File: src/rtl/memory_access.sv
// Memory stage of the 64-bit pipeline: resolves branches and runs one load/store
// per instruction over a req/ack data-memory bus, stalling the pipeline meanwhile.
module memory_access #(
   parameter int unsigned N       = 64,
   parameter int unsigned TIMEOUT = 16
) (
   input  logic         clk,
   input  logic         reset,
   input  logic         MemRead_M,
   input  logic         MemWrite_M,
   input  logic         Branch_M,
   input  logic         zero_M,
   input  logic [N-1:0] aluResult_M,
   input  logic [N-1:0] writeData_M,
   input  logic [N-1:0] PCBranch_M,
   output logic         PCSrc_M,
   output logic [N-1:0] PCBranch_F,
   output logic         stall_M,
   output logic [N-1:0] readData_M,
   output logic         mem_err,
   output logic         dm_req,
   output logic         dm_we,
   output logic [N-1:0] dm_addr,
   output logic [N-1:0] dm_wdata,
   input  logic         dm_ack,
   input  logic [N-1:0] dm_rdata
);

   localparam int unsigned CW = $clog2(TIMEOUT) + 1;

   localparam logic [1:0] StIdle = 2'd0;
   localparam logic [1:0] StReq  = 2'd1;
   localparam logic [1:0] StDone = 2'd2;

   logic [1:0]    state_q, state_d;
   logic          req_q, req_d;
   logic          we_q, we_d;
   logic [N-1:0]  addr_q, addr_d;
   logic [N-1:0]  wdata_q, wdata_d;
   logic [N-1:0]  rdata_q, rdata_d;
   logic          err_q, err_d;
   logic [CW-1:0] cnt_q, cnt_d;

   logic acc, mis;

   assign acc = MemRead_M | MemWrite_M;
   assign mis = acc & (aluResult_M[2:0] != 3'b000);

   // Branch resolution is purely combinational and independent of the memory FSM.
   assign PCSrc_M    = Branch_M & zero_M;
   assign PCBranch_F = PCBranch_M;

   // Stall while a transaction is being launched or is outstanding; DONE releases.
   assign stall_M = ((state_q == StIdle) & acc & ~mis) | (state_q == StReq);

   assign dm_req     = req_q;
   assign dm_we      = we_q;
   assign dm_addr    = addr_q;
   assign dm_wdata   = wdata_q;
   assign readData_M = rdata_q;
   assign mem_err    = err_q;

   // Next-state logic for the access FSM and its bus/result registers.
   always_comb begin
      state_d = state_q;
      req_d   = req_q;
      we_d    = we_q;
      addr_d  = addr_q;
      wdata_d = wdata_q;
      rdata_d = rdata_q;
      err_d   = err_q;
      cnt_d   = cnt_q;
      case (state_q)
         StIdle: begin
            if (mis) begin
               // Misaligned op retires as a nop; only the sticky error records it.
               err_d = 1'b1;
            end else if (acc) begin
               addr_d  = aluResult_M;
               wdata_d = writeData_M;
               we_d    = MemWrite_M;
               req_d   = 1'b1;
               cnt_d   = '0;
               state_d = StReq;
            end
         end
         StReq: begin
            if (dm_ack) begin
               req_d = 1'b0;
               if (!we_q) rdata_d = dm_rdata;
               state_d = StDone;
            end else if (cnt_q == CW'(TIMEOUT - 1)) begin
               req_d = 1'b0;
               err_d = 1'b1;
               // A timed-out load returns zero; stores leave the load result alone.
               if (!we_q) rdata_d = '0;
               state_d = StDone;
            end else begin
               cnt_d = cnt_q + 1'b1;
            end
         end
         StDone: begin
            state_d = StIdle;
         end
         default: begin
            state_d = StIdle;
         end
      endcase
   end

   // State registers; async reset drops any in-flight request immediately.
   always_ff @(posedge clk or posedge reset) begin
      if (reset) begin
         state_q <= StIdle;
         req_q   <= 1'b0;
         we_q    <= 1'b0;
         addr_q  <= '0;
         wdata_q <= '0;
         rdata_q <= '0;
         err_q   <= 1'b0;
         cnt_q   <= '0;
      end else begin
         state_q <= state_d;
         req_q   <= req_d;
         we_q    <= we_d;
         addr_q  <= addr_d;
         wdata_q <= wdata_d;
         rdata_q <= rdata_d;
         err_q   <= err_d;
         cnt_q   <= cnt_d;
      end
   end

endmodule

File: config.mk
export PLATFORM = sky130hd
export DESIGN_NAME = memory_access
export DESIGN_NICKNAME = d
export VERILOG_FILES = /design/src/rtl/memory_access.sv
export SDC_FILE = /design/constraint.sdc
export NUM_CORES = 1
export LEC_CHECK = 0
export CAP_MARGIN = 20
export CORE_AREA = 2 2 201 203
export CTS_CLUSTER_DIAMETER = 80
export DETAILED_ROUTE_END_ITERATION = 16
export DIE_AREA = 0 0 203 205
export SLEW_MARGIN = 20
export SYNTH_ARGS = -nofsm -noshare
export SYNTH_HDL_FRONTEND = slang
export SYNTH_SLANG_ARGS = --single-unit
export TNS_END_PERCENT = 30
File: constraint.sdc
create_clock -name clk -period 9.4 [get_ports clk]
set_input_delay 1.88 -clock clk [delete_from_list [all_inputs] [get_ports clk]]
set_output_delay 1.88 -clock clk [all_outputs]
set_load 0.01 [all_outputs]
==> results of run 1 <==
-- cells in the mapped netlist, types with 2 or more instances --
library cell	count	area [sq um]
clkbuf_1	7	26.28
a31o_2	2	17.52
and2_1	4	25.02
inv_1	68	255.2
dfrtp_1	202	5055
a21oi_1	2	10.01
nor3_1	2	10.01
ha_1	3	37.54
mux2i_1	65	650.6
a31oi_1	2	12.51
mux2_2	9	101.4
nand2_1	65	244.0
buf_12	11	220.2
o21ai_0	3	15.01
buf_6	10	112.6
nor2_1	6	22.52
buf_4	65	488.0
mux2_4	117	1757
-- power breakdown --
part | switching [uW] | internal [uW]
clock | 367 | 585
combinational | 435 | 781
sequential | 160 | 1150
total | 962 | 2510
-- kinds of logic after synthesis --
family,count (synthesis)
simple gates,91
mux,191
fa+ha+maj,3
buf+inv,162
flops,202
compound gates,14
-- how the worst max path moves through the flow --
stage	startpoint	endpoint	slack, ps	cells after the start
after floorplan	reset	cnt_q[0]$_DFFE_PP0P_	2010	1
final	aluResult_M[1]	stall_M	4030	5
after detailed placement	aluResult_M[1]	stall_M	4040	5
after CTS	aluResult_M[1]	stall_M	4030	5
after global placement	aluResult_M[1]	stall_M	4060	5
after global routing	aluResult_M[1]	stall_M	3960	5
-- metal layers --
metal | up-vias | GRT usage [%] | wire length (microns)
met5 | - | 0 | 0
met4 | 0 | 4.119 | 701
met3 | 50 | 4.598 | 2654
met2 | 340 | 17.91 | 11170
met1 | 2929 | 14.05 | 10000
li1 | 2778 | - | -
-- stage by stage --
stage / instance area [sq um] / utilization, % / setup slack, ps / hold WS (ps)
2_1_floorplan: 9256 / - / 2009 / 445.3
3_3_place_gp: 13080 / 33.23 / 4056 / 465.9
3_5_place_dp: 13080 / 33.23 / 4043 / 471.0
4_1_cts: 13910 / 35.33 / 4028 / 486.4
5_1_grt: 13910 / 35.33 / 3960 / 520.0
6_report: 13910 / 35.33 / 4033 / 480.5
-- layout make-up --
type / instances / area (sq um)
repair buffers: 401 / 4006
well taps: 525 / 656.9
clock inverters: 6 / 63.81
clock buffers: 38 / 764.5
inverters: 68 / 262.8
flip-flops and latches: 202 / 5055
multi-input cells: 299 / 3099
fillers: 3866 / 25460
-- state kept, by name, indices dropped and copies added, names as in the netlist --
name,count
cnt_q,5
dm_addr,64
dm_req,1
dm_wdata,64
dm_we,1
mem_err,1
readData_M,64
state_q,2
-- worst max-delay path, stage by stage --
cell and delay (ps):
clkdlybuf4s50_1 480, nor3_4 340, a21oi_1 120, nor2_1 120
clkdlybuf4s50_1 550
-- cell usage in the layout (no fill, tap or decap), types with 3 or more instances in the layout --
master           synthesis  layout
clkdlybuf4s50_1          0     394
mux2_2                   9       9
inv_1                   68      67
o21ai_0                  3       3
buf_4                   65       5
mux2_4                 117     117
mux2i_1                 65      65
nor2_1                   6       6
nand2_1                 65      65
clkbuf_16                0      25
dfrtp_1                202     202
and2_1                   4       4
ha_1                     3       3
clkbuf_8                 0       9
clkinv_2                 0       3
clkbuf_1                 7       4
==> flow_summary.ini, run 1 <==
[run_status]
status = complete, no violations

[routing]
wl_per_cell_microns = 15.94
final_antenna_net_count = 0
drc = 0
wl_microns = 24520
drt-pass1-iter-count = 4
drt_iter0_drc = 187
vias = 6097
viasPerCell = 3.962

[cts]
cts_buffers = 24
clock_latency_ps = 520
root_buffer = clkbuf_16
cts.sinks = 202
ctsLongestPathBuffers = 3
ctsHoldBuffers = 0
path_clk_slew_ps = 60
htreeDepth = 1
post_cts_buffers = 0
cts_tree = yes
cts-resized-gates = 0

[placement]
dp_cells = 1495
dp_hpwl_microns = 17620
numPortBuffers = 395
place.gp.congestion = 0.7572

[die]
ioPinCount = 524
initial_core_util_pct = 23.51
die_area_sq_mm = 0.04162
core_area_sq_mm = 0.03937
die_y_microns = 205
die_w_microns = 203
row_count = 73

[grt]
grt_pass1_vias = 6455
grt_overflow = 0
grt_max_degree = 107
gr-usage-all-layers_pct = 11.38
antenna_found_initial = 0
grt_pass1_wl_microns = 37650

[synth]
synth_seq_cells = 202
synth_flop_cell = dfrtp_1
netlist_area_sq_mm = 0.009256
yosysSeqAreaShare_pct = 54.61
syn-num-nets = 929
ys_warn_count = 0
synth_fa_ha_area_share_pct = 0.4055
synthXorXnorAreaFrac_pct = 0
synth-compound-area-share_pct = 1.081
synth.area.mux_share_pct = 27.10
synthesis.instances = 663
synth_edf_count = 0
synth_area_per_cell_sq_um = 13.96
ys_types = 38
synth_top_family_by_area = multiplexers
synthSimpleGateAreaFrac_pct = 4.839
synth-async-reset-ratio_pct = 100.0

[power]
p_total_uw = 3475
cellPowerDensity_mw_per_mm2 = 249.8
leakagePower_uw = 0.006217
peakVddDrop_mv = 0.1207

[timing]
finalCriticalPeriod_ps = 5367
fmax_mhz = 186.3
max-slew-margin-rel_pct = 43.73
final-hold-violation-count = 0
slew_viol_final = 0
worst_pin_slew_ps = 844.0
grt_setup_unrepaired = false
finClkSkew_ps = 13.50
setup_viol = 0
tns_ps = 0
period_share_pct = 57.09

[critical_path]
r2r_cells = 7
critPathLaunchType = primary input
r2r_slack_ps = 6970
r2r_start = cnt_q[0]$_DFFE_PP0P_
critPathRequiredTime_ps = 7520
path_max_fanout = 6
criticalPathCategory = primary input to output port
arrival_ps = 3490
endpoint_kind = output port
reg2reg_to = readData_M[19]$_DFFE_PP0P_

[min_path]
hp-start = mem_err$_DFFE_PP0P_
hold_end = mem_err$_DFFE_PP0P_
whs_path_depth = 1
hold_class = flop to flop

[final_layout]
nNetsFinal = 1262
area_delta_synth_final_pct = 50.26
instances_no_fill = 1539
antenna_cells = 0
drive_gt1_share_pct = 18.24

[flow_run]
drv_cap = 0
Power figures use the tool's default switching activity.
==> run 2, diff against run 1 <==
==> constraint.sdc (replaced) <==
create_clock -name clk -period 4.6 [get_ports clk]
set_input_delay 0.92 -clock clk [delete_from_list [all_inputs] [get_ports clk]]
set_output_delay 0.92 -clock clk [all_outputs]
set_load 0.01 [all_outputs]
==> run 2 against run 1 <==
Compared with the run above:
- first-iteration DRC count down 16%
- clock skew about the same
- cell count increased by 0.26%
- power grew 110%
- wire length increased by 3.7%
- critical path type unchanged
- setup slack lost 2900 ps
- largest power group unchanged
==> flow_summary.ini, run 2 (same netlist as run 1, synthesis figures left out) <==
[final_layout]
final_common_cell = clkdlybuf4s50_1
post-route-util_pct = 35.52
mostFrequentLayoutCells = clkdlybuf4s50_1, dfrtp_1, mux2_4, inv_1
nNetsFinal = 1267
final_area_sq_mm = 0.01398
area_delta_synth_final_pct = 51.05
antenna_cells = 0
fillers = 3826
drive_gt1_share_pct = 18.47

[die]
die_area_sq_mm = 0.04162
ioPinCount = 524
die_y_microns = 205
initial_core_util_pct = 23.51
row_count = 73
die_w_microns = 203
core_area_sq_mm = 0.03937

[min_path]
hold_class = flop to flop
hp-start = cnt_q[3]$_DFFE_PP0P_

[timing]
fmax_mhz = 291.9
tns_ps = 0
grt_setup_unrepaired = false
max-slew-margin-rel_pct = 55.30
hold-worst-slack_ps = 483.3
finalCriticalPeriod_ps = 3425
slew_viol_final = 0
worst_pin_slew_ps = 670.6
period_share_pct = 74.46
timing.final.ws_setup_ps = 1175
final-hold-violation-count = 0
finClkSkew_ps = 13.25
setup_viol = 0

[cts]
path_clk_slew_ps = 50
root_buffer = clkbuf_16
ctsLongestPathBuffers = 3
clock_latency_ps = 520
cts.sinks = 202
cts_buffers = 25
cts-resized-gates = 0
htreeDepth = 1
cts_tree = yes
post_cts_buffers = 0
ctsHoldBuffers = 0

[grt]
grtUsageMet1_pct = 14.29
grt_pass1_wl_microns = 38580
grt_overflow = 0
busiest_layer = met2
use_met3_pct = 5.313
gr-usage-all-layers_pct = 11.75
grt_max_degree = 111
met2_usage_pct = 18.80
antenna_found_initial = 1
grt_pass1_vias = 6462

[routing]
drc = 0
vias = 6116
wl_microns = 25420
drt-pass1-iter-count = 4
drt_iter0_drc = 158
final_antenna_net_count = 0
wl_per_cell_microns = 16.48
viasPerCell = 3.964

[placement]
dp_slack_ps = 1206
place.gp.congestion = 0.7721
placed_area_sq_mm = 0.01316
numPortBuffers = 395
dp_hpwl_microns = 18400

[critical_path]
r2r_cells = 4
cp_common_cell = clkdlybuf4s50_1
arrival_ps = 2510
crit_buf_inv = 2
crit_family = buffers and inverters
crit_chain = clkdlybuf4s50_1 > nor3_4 > a21oi_1 > nor2_1 > clkdlybuf4s50_1
critPathRequiredTime_ps = 3680
reg2reg_to = dm_wdata[44]$_DFFE_PP0P_
path_max_fanout = 6
cpPeakStageDelay_ps = 550
worstSetupPathDepth = 5
r2r_start = state_q[0]$_DFFE_PP0P_
worstSetupStartpoint = aluResult_M[0]
critPathCapture = stall_M
r2r_slack_ps = 2440
criticalPathCategory = primary input to output port
cp_slowest_cell = clkdlybuf4s50_1
endpoint_kind = output port
critPathLaunchType = primary input

[power]
peakVddDrop_mv = 0.2619
leakagePower_uw = 0.006237
cellPowerDensity_mw_per_mm2 = 511.0

[flow_run]
drv_cap = 0

[run_status]
status = complete, no violations
[run 2: how the worst min path moves through the flow]
stage | slack [ps] | to | depth (start not counted)
after floorplan | 450 | cnt_q[3]$_DFFE_PP0P_ | 1
after global placement | 470 | mem_err$_DFFE_PP0P_ | 1
after detailed placement | 470 | mem_err$_DFFE_PP0P_ | 1
after CTS | 490 | cnt_q[3]$_DFFE_PP0P_ | 1
after global routing | 510 | dm_addr[0]$_DFFE_PP0P_ | 1
final | 480 | cnt_q[3]$_DFFE_PP0P_ | 1
[run 2: routing by layer]
layer  routed length (microns)  vias to the layer above
met5                        13                        -
met4                       515                        2
met3                      2963                       41
met2                     11460                      321
met1                     10470                     2970
li1                          -                     2782
[run 2: layout make-up]
type                       count  area, sq um  area share [%]
clock buffer                  36        726.9           5.199
clock inverter                 8        98.84          0.7069
timing repair buffer         405         4086           29.23
sequential                   202         5055           36.15
inverter                      68        259.0           1.852
multi-input combinational    299         3099           22.17
tap                          525        656.9           4.698
[run 2: per-stage QoR]
step	total power (uW)	instances
after floorplan	3751	663
after global placement	5189	1499
after detailed placement	5221	1499
after CTS	7273	1543
after global routing	7560	1543
final	7145	1543
[run 2: power breakdown]
group | total (uW) | leakage, uW | switching [uW] | internal, uW
registers | 2670 | 0.00246 | 331 | 2340
logic | 2490 | 0.00338 | 894 | 1600
clock network | 1980 | 0.000402 | 772 | 1200
